## src/rtl/fwd_ctrl.sv

```systemverilog
`default_nettype none
// ============================================================================
// Module      : fwd_ctrl
// Description : Operand-forwarding and load-use hazard controller for a
//               5-stage pipeline. Tracks destination registers from ID
//               through EX, MEM and WB. Produces registered EX operand-mux
//               selects (00 regfile, 01 EX/MEM, 10 MEM/WB). Raises a
//               combinational stall on load-use hazards.
// Ports       : clk, rst_n (async, active-low), hold (global freeze),
//               flush (kill ID instruction),
//               id_rs/id_rt/id_use_rs/id_use_rt (ID sources),
//               id_rd/id_regwrite/id_memread (ID destination info),
//               fwd_a_sel/fwd_b_sel (registered selects), stall (comb).
// Config      : FWD_LOAD_STALL_EN enables load-use detection and bubble
//               insertion. Without it, stall is tied 0 and load-ness is
//               not tracked (the compiler owns load-delay spacing).
// Revision    : 1.0 - initial release
// ============================================================================
module fwd_ctrl #(
    parameter int REGW = 5
) (
    input  logic            clk,
    input  logic            rst_n,
    input  logic            hold,
    input  logic            flush,
    input  logic [REGW-1:0] id_rs,
    input  logic [REGW-1:0] id_rt,
    input  logic            id_use_rs,
    input  logic            id_use_rt,
    input  logic [REGW-1:0] id_rd,
    input  logic            id_regwrite,
    input  logic            id_memread,
    output logic [1:0]      fwd_a_sel,
    output logic [1:0]      fwd_b_sel,
    output logic            stall
);

    localparam logic [1:0] c_SEL_REGFILE = 2'b00;
    localparam logic [1:0] c_SEL_EXMEM   = 2'b01;
    localparam logic [1:0] c_SEL_MEMWB   = 2'b10;

    // Pipeline tracking state
    logic [REGW-1:0] ex_rd_q,  ex_rd_d;
    logic            ex_rw_q,  ex_rw_d;
    logic [REGW-1:0] mem_rd_q;
    logic            mem_rw_q;
    logic [REGW-1:0] wb_rd_q;
    logic            wb_rw_q;
    logic [1:0]      fwd_a_q,  fwd_a_d;
    logic [1:0]      fwd_b_q,  fwd_b_d;

    logic            w_bubble;
    logic            w_unused;

    // A source is forwarded only when read, nonzero, and matching a live
    // writer. The instruction now in EX is the newest producer, so it wins.
    function automatic logic [1:0] sel_for(
        input logic [REGW-1:0] src,
        input logic            used,
        input logic [REGW-1:0] exr,
        input logic            exw,
        input logic [REGW-1:0] memr,
        input logic            memw
    );
        logic [1:0] sel;
        sel = c_SEL_REGFILE;
        if (used && (src != '0)) begin
            if (exw && (src == exr))
                sel = c_SEL_EXMEM;
            else if (memw && (src == memr))
                sel = c_SEL_MEMWB;
        end
        return sel;
    endfunction

`ifdef FWD_LOAD_STALL_EN
    logic ex_ld_q, ex_ld_d;
    logic w_load_use;

    assign w_load_use = ex_ld_q && ex_rw_q && (ex_rd_q != '0) &&
                        ((id_use_rs && (id_rs == ex_rd_q)) ||
                         (id_use_rt && (id_rt == ex_rd_q)));
    // A flushed ID instruction is being discarded, so it cannot stall.
    assign stall    = w_load_use && !flush;
    assign w_bubble = flush || w_load_use;
`else
    assign stall    = 1'b0;
    assign w_bubble = flush;
`endif

    always_comb begin
        ex_rd_d = id_rd;
        ex_rw_d = id_regwrite;
        fwd_a_d = sel_for(id_rs, id_use_rs, ex_rd_q, ex_rw_q, mem_rd_q, mem_rw_q);
        fwd_b_d = sel_for(id_rt, id_use_rt, ex_rd_q, ex_rw_q, mem_rd_q, mem_rw_q);
`ifdef FWD_LOAD_STALL_EN
        ex_ld_d = id_memread;
`endif
        // A bubble neither writes nor consumes, so it carries no forwarding.
        if (w_bubble) begin
            ex_rd_d = '0;
            ex_rw_d = 1'b0;
            fwd_a_d = c_SEL_REGFILE;
            fwd_b_d = c_SEL_REGFILE;
`ifdef FWD_LOAD_STALL_EN
            ex_ld_d = 1'b0;
`endif
        end
    end

    always_ff @(posedge clk or negedge rst_n) begin
        if (!rst_n) begin
            ex_rd_q  <= '0;
            ex_rw_q  <= 1'b0;
            mem_rd_q <= '0;
            mem_rw_q <= 1'b0;
            wb_rd_q  <= '0;
            wb_rw_q  <= 1'b0;
            fwd_a_q  <= c_SEL_REGFILE;
            fwd_b_q  <= c_SEL_REGFILE;
`ifdef FWD_LOAD_STALL_EN
            ex_ld_q  <= 1'b0;
`endif
        end else if (!hold) begin
            ex_rd_q  <= ex_rd_d;
            ex_rw_q  <= ex_rw_d;
            mem_rd_q <= ex_rd_q;
            mem_rw_q <= ex_rw_q;
            wb_rd_q  <= mem_rd_q;
            wb_rw_q  <= mem_rw_q;
            fwd_a_q  <= fwd_a_d;
            fwd_b_q  <= fwd_b_d;
`ifdef FWD_LOAD_STALL_EN
            ex_ld_q  <= ex_ld_d;
`endif
        end
    end

    assign fwd_a_sel = fwd_a_q;
    assign fwd_b_sel = fwd_b_q;

    // The register file writes through, so WB needs no forward path. The WB
    // tracking state is kept for visibility only. id_memread has no
    // consumer when load-use detection is compiled out.
    assign w_unused = ^{wb_rd_q, wb_rw_q, id_memread};

endmodule
`default_nettype wire

```

## config.mk

```make
export PLATFORM = sky130hd
export DESIGN_NAME = fwd_ctrl
export DESIGN_NICKNAME = d
export VERILOG_FILES = /design/src/rtl/fwd_ctrl.sv
export SDC_FILE = /design/constraint.sdc
export NUM_CORES = 1
export LEC_CHECK = 0
export ABC_AREA = 0
export BUFFER_PORTS_ARGS = -buffer_cell sky130_fd_sc_hd__buf_2
export CAP_MARGIN = 40
export CORE_ASPECT_RATIO = 1.2
export CORE_MARGIN = 3
export CORE_UTILIZATION = 44
export CTS_CLUSTER_SIZE = 10
export DETAILED_ROUTE_END_ITERATION = 8
export GPL_ROUTABILITY_DRIVEN = 0
export GPL_TIMING_DRIVEN = 0
export HOLD_SLACK_MARGIN = 0.03
export PLACE_DENSITY = 0.73
export SYNTH_ARGS = -nofsm -noshare
export SYNTH_HDL_FRONTEND = slang
export SYNTH_SLANG_ARGS = --single-unit
```

## constraint.sdc

```tcl
create_clock -name clk -period 1.5 [get_ports clk]
set_clock_uncertainty 0.2 [all_clocks]
set_input_delay 0.225 -clock clk [delete_from_list [all_inputs] [get_ports clk]]
set_output_delay 0.225 -clock clk [all_outputs]
set_load 0.005 [all_outputs]
```

==> impl_results.html <==
<table>
<tr><th>Metric</th><th>Value</th></tr>
<tr><th colspan="2">Finish</th></tr>
<tr><td>Area added between synthesis and finish</td><td>35.2%</td></tr>
<tr><td>Final Net Count</td><td>149</td></tr>
<tr><td>Total area of multi-input combinational cells</td><td>468 um2</td></tr>
<tr><td>Share of post-route cells with drive strength above 1</td><td>33.6%</td></tr>
<tr><td>Diodes inserted</td><td>0</td></tr>
<tr><td>Fraction of the core area covered by cells at the end of the flow</td><td>63.4%</td></tr>
<tr><td>Total area of sequential cells</td><td>400 um2</td></tr>
<tr><td>Filler cells</td><td>roughly 170</td></tr>
<tr><th colspan="2">Floorplan</th></tr>
<tr><td>Number of ports placed on the die boundary</td><td>28</td></tr>
<tr><td>Area enclosed by the die boundary</td><td>2570 um2</td></tr>
<tr><td>Die outline height</td><td>roughly 55 um</td></tr>
<tr><td>Row count</td><td>17</td></tr>
<tr><td>Initial Utilization</td><td>46.9%</td></tr>
<tr><td>Die span in x</td><td>46.8 um</td></tr>
<tr><td>Placeable Area</td><td>about 1900 um2</td></tr>
<tr><th colspan="2">Clock tree</th></tr>
<tr><td>Buffer type at the clock tree root</td><td>clkbuf_4</td></tr>
<tr><td>Insertion delay to the later sink of the worst-skew pair</td><td>300 ps</td></tr>
<tr><td>TritonCTS clock tree</td><td>yes</td></tr>
<tr><td>Depth of the CTS H-tree</td><td>1</td></tr>
<tr><td>Clock net sink count</td><td>16</td></tr>
<tr><td>CTS clock-pin slew for the worst setup and hold paths</td><td>100 ps</td></tr>
<tr><td>Clock buffers created by TritonCTS</td><td>3</td></tr>
<tr><td>Maximum root-to-sink buffer count</td><td>2</td></tr>
<tr><th colspan="2">Routing</th></tr>
<tr><td>Via Count</td><td>754</td></tr>
<tr><td>Drt wl/cell</td><td>13.8 um</td></tr>
<tr><td>DR pass1 iterations</td><td>4</td></tr>
<tr><td>Residual DRC</td><td>0</td></tr>
<tr><td>Iter 0 DRT Violations</td><td>8</td></tr>
<tr><td>Detailed-route vias per instance</td><td>5.24</td></tr>
<tr><td>Remaining antenna violation count after routing</td><td>0</td></tr>
<tr><td>Routed Wire Length</td><td>1.99 mm</td></tr>
<tr><th colspan="2">Global routing</th></tr>
<tr><td>Vias in the first global route</td><td>~730</td></tr>
<tr><td>Antenna violations before repair</td><td>0</td></tr>
<tr><td>GR Overflow Total</td><td>0</td></tr>
<tr><td>Total routing resource utilization after global routing</td><td>about 18%</td></tr>
<tr><td>Global-route wire length before repair</td><td>just over 3 mm</td></tr>
<tr><td>Maximum number of pins on one net before global-route repair</td><td>17</td></tr>
<tr><th colspan="2">Timing</th></tr>
<tr><td>Transition at the pin with the smallest max-transition slack</td><td>between 500 and 600 ps</td></tr>
<tr><td>Clock period minus final worst setup slack</td><td>1500 ps</td></tr>
<tr><td>Unrepaired setup endpoints after global routing</td><td>yes</td></tr>
<tr><td>Number of failing setup endpoints in the final timing report</td><td>0</td></tr>
<tr><td>Hold slack</td><td>66.5 ps</td></tr>
<tr><td>Count of pins over their slew limit</td><td>0</td></tr>
<tr><td>Hold Fails Final Rpt</td><td>0</td></tr>
<tr><td>Final worst-path cycle share</td><td>99.8%</td></tr>
<tr><td>F_max</td><td>668 MHz</td></tr>
<tr><td>Slew headroom</td><td>65.6%</td></tr>
<tr><th colspan="2">Synth</th></tr>
<tr><td>Portion of synthesized cell area occupied by the leading cell type</td><td>a little under half</td></tr>
<tr><td>Mapped Area</td><td>877 um2</td></tr>
<tr><td>Most area-consuming cells after synthesis</td><td>dfrtp_1 (46%), xor2_1 (12%), xnor2_1 (8.0%), mux2_2 (7.7%), nand2b_1 (4.3%)</td></tr>
<tr><td>Sequential-to-total area share from yosys stat</td><td>between 40 and 50%</td></tr>
<tr><td>Share of flip-flops with an asynchronous set or reset after synthesis</td><td>100%</td></tr>
<tr><td>Average cell area after synthesis</td><td>10.6 um2</td></tr>
<tr><td>Number of standard cells after synthesis</td><td>83</td></tr>
<tr><td>Count of different cell masters after synthesis</td><td>21</td></tr>
<tr><td>Top-count cell post-synth</td><td>dfrtp_1</td></tr>
<tr><td>Register bit count reported by yosys</td><td>16</td></tr>
<tr><td>Most used DFF post-synth</td><td>dfrtp_1</td></tr>
<tr><td>EDFF count, synth</td><td>0</td></tr>
<tr><td>Cell taking the most area after synthesis</td><td>dfrtp_1</td></tr>
<tr><td>Most frequent cells after synthesis</td><td>dfrtp_1 (16), xor2_1 (12), xnor2_1 (8)</td></tr>
<tr><td>Net count of the mapped netlist</td><td>106</td></tr>
<tr><td>Warnings, synthesis</td><td>0</td></tr>
<tr><th colspan="2">Critical path</th></tr>
<tr><td>Critical Path Start Type</td><td>flop</td></tr>
<tr><td>Origin of the worst setup path</td><td>ex_rd_q[1]</td></tr>
<tr><td>Largest fanout of any net on the critical path</td><td>3</td></tr>
<tr><td>Endpoint of the most critical register-to-register path</td><td>fwd_b_sel[1]</td></tr>
<tr><td>Worst reg2reg startpoint</td><td>ex_rd_q[1]</td></tr>
<tr><td>CP Capture Type</td><td>flop</td></tr>
<tr><td>Critical setup path kind</td><td>reg -&gt; reg</td></tr>
<tr><td>Signal arrival time at the worst endpoint</td><td>approximately 1500 ps</td></tr>
<tr><td>Required time at the endpoint of the critical path</td><td>about 1500 ps</td></tr>
<tr><td>Reg-to-reg slack, setup</td><td>~2.3 ps</td></tr>
<tr><td>End point of the critical path</td><td>fwd_b_sel[1]</td></tr>
<tr><td>Depth of the worst register-to-register path</td><td>4</td></tr>
<tr><th colspan="2">Worst hold path</th></tr>
<tr><td>Worst Hold Class</td><td>in -&gt; reg</td></tr>
<tr><td>Hold Path Stages</td><td>3</td></tr>
<tr><th colspan="2">Pwr</th></tr>
<tr><td>Highest ir drop seen on vdd</td><td>0.000620 V</td></tr>
<tr><td>Leakage power of the design</td><td>0.570 nW</td></tr>
<tr><td>Ratio of total power to cell area</td><td>approximately 840 nW/um2</td></tr>
<tr><th colspan="2">Placement</th></tr>
<tr><td>Total half-perimeter wirelength after legalization and detailed placement</td><td>1.44 mm</td></tr>
<tr><td>Count of input and output buffers</td><td>25</td></tr>
<tr><th colspan="2">Run status</th></tr>
<tr><td>Run status</td><td>complete, no violations</td></tr>
<tr><th colspan="2">Run</th></tr>
<tr><td>Number of max-capacitance violations reported</td><td>0</td></tr>
</table>
## power by group
group	total, mW	switching, mW	internal [mW]
Combinational	0.205	0.0890	0.116
Clock	0.294	0.146	0.148
Sequential	0.495	0.0331	0.462
## flip-flops by register name (all words and copies together) (netlist names)
register   flops
mem_rw_q       1
ex_rd_q        5
mem_rd_q       5
fwd_a_sel      2
ex_rw_q        1
fwd_b_sel      2
## worst max-delay path: stages, from the launching register on
cell and delay, ps:
dfrtp_1 430, xor2_1 160, nor4_1 280, nand3_1 140, a22o_1 190
## stage by stage
step	std cells	setup slack [ps]	cell area, um2	TNS (ps)	total power [mW]
global placement	127	-135	1030	-331	0.669
CTS	142	-22.6	1160	-22.6	0.989
floorplan	83	38.2	877	0	0.600
detailed placement	127	-134	1030	-357	0.674
finish	144	2.25	1190	0	0.995
global route	144	-65.6	1190	-156	1.04
## cell type report
cell class / instances / share of cell area (%)
multi-input combinational: 64 / 39.5
sequential: 16 / 33.8
timing repair buffer: 38 / 20.5
clock buffer: 4 / 3.06
tap: 19 / 2.00
buffer: 3 / 1.27
## logic make-up after synthesis
kind of cell	after synthesis	share of synthesized area [%]
buffers and inverters	3	1.71
XOR/XNOR	20	20.0
multiplexers	6	7.70
flip-flops	16	45.6
AND/OR/NAND/NOR	25	16.0
AO/OA/AOI/OAI	12	8.56
other	1	0.428
## worst min path at each step
stage,start,to,slack [ps]
2_1_floorplan,rst_n,ex_rd_q[0],-270
3_3_place_gp,rst_n,fwd_b_sel[1],-50
3_5_place_dp,rst_n,fwd_b_sel[0],-40
4_1_cts,flush,ex_rd_q[2],70
5_1_grt,flush,ex_rd_q[2],90
6_report,flush,ex_rd_q[2],70
## layer usage
metal	share of wire, %	GRT usage [%]
met1	40	18.9
met2	53	32.8
met3	5.1	2.27
met4	1.9	9.68
met5	0	0
## repair_timing
item	CTS	global route
pin swaps	3	5
hold buffers	8	0
setup buffers	3	2
gates cloned	0	0
gates resized for setup	0	1
endpoints found under the setup margin	4	4
endpoints found under the hold margin	23	0
## placed cells by master (no fill, tap or decap), drive strengths merged, types with 2 or more instances in the layout
master and count:
o21ai 8, nor4 4, buf 31, nand4 2
dfrtp 16, xnor2 8, a22o 2, dlygate4sd3 8
nand2 7, nand2b 6, clkbuf 6, mux2 6
xor2 12, or4 2
Note: power is estimated with default switching activity, not from simulation.
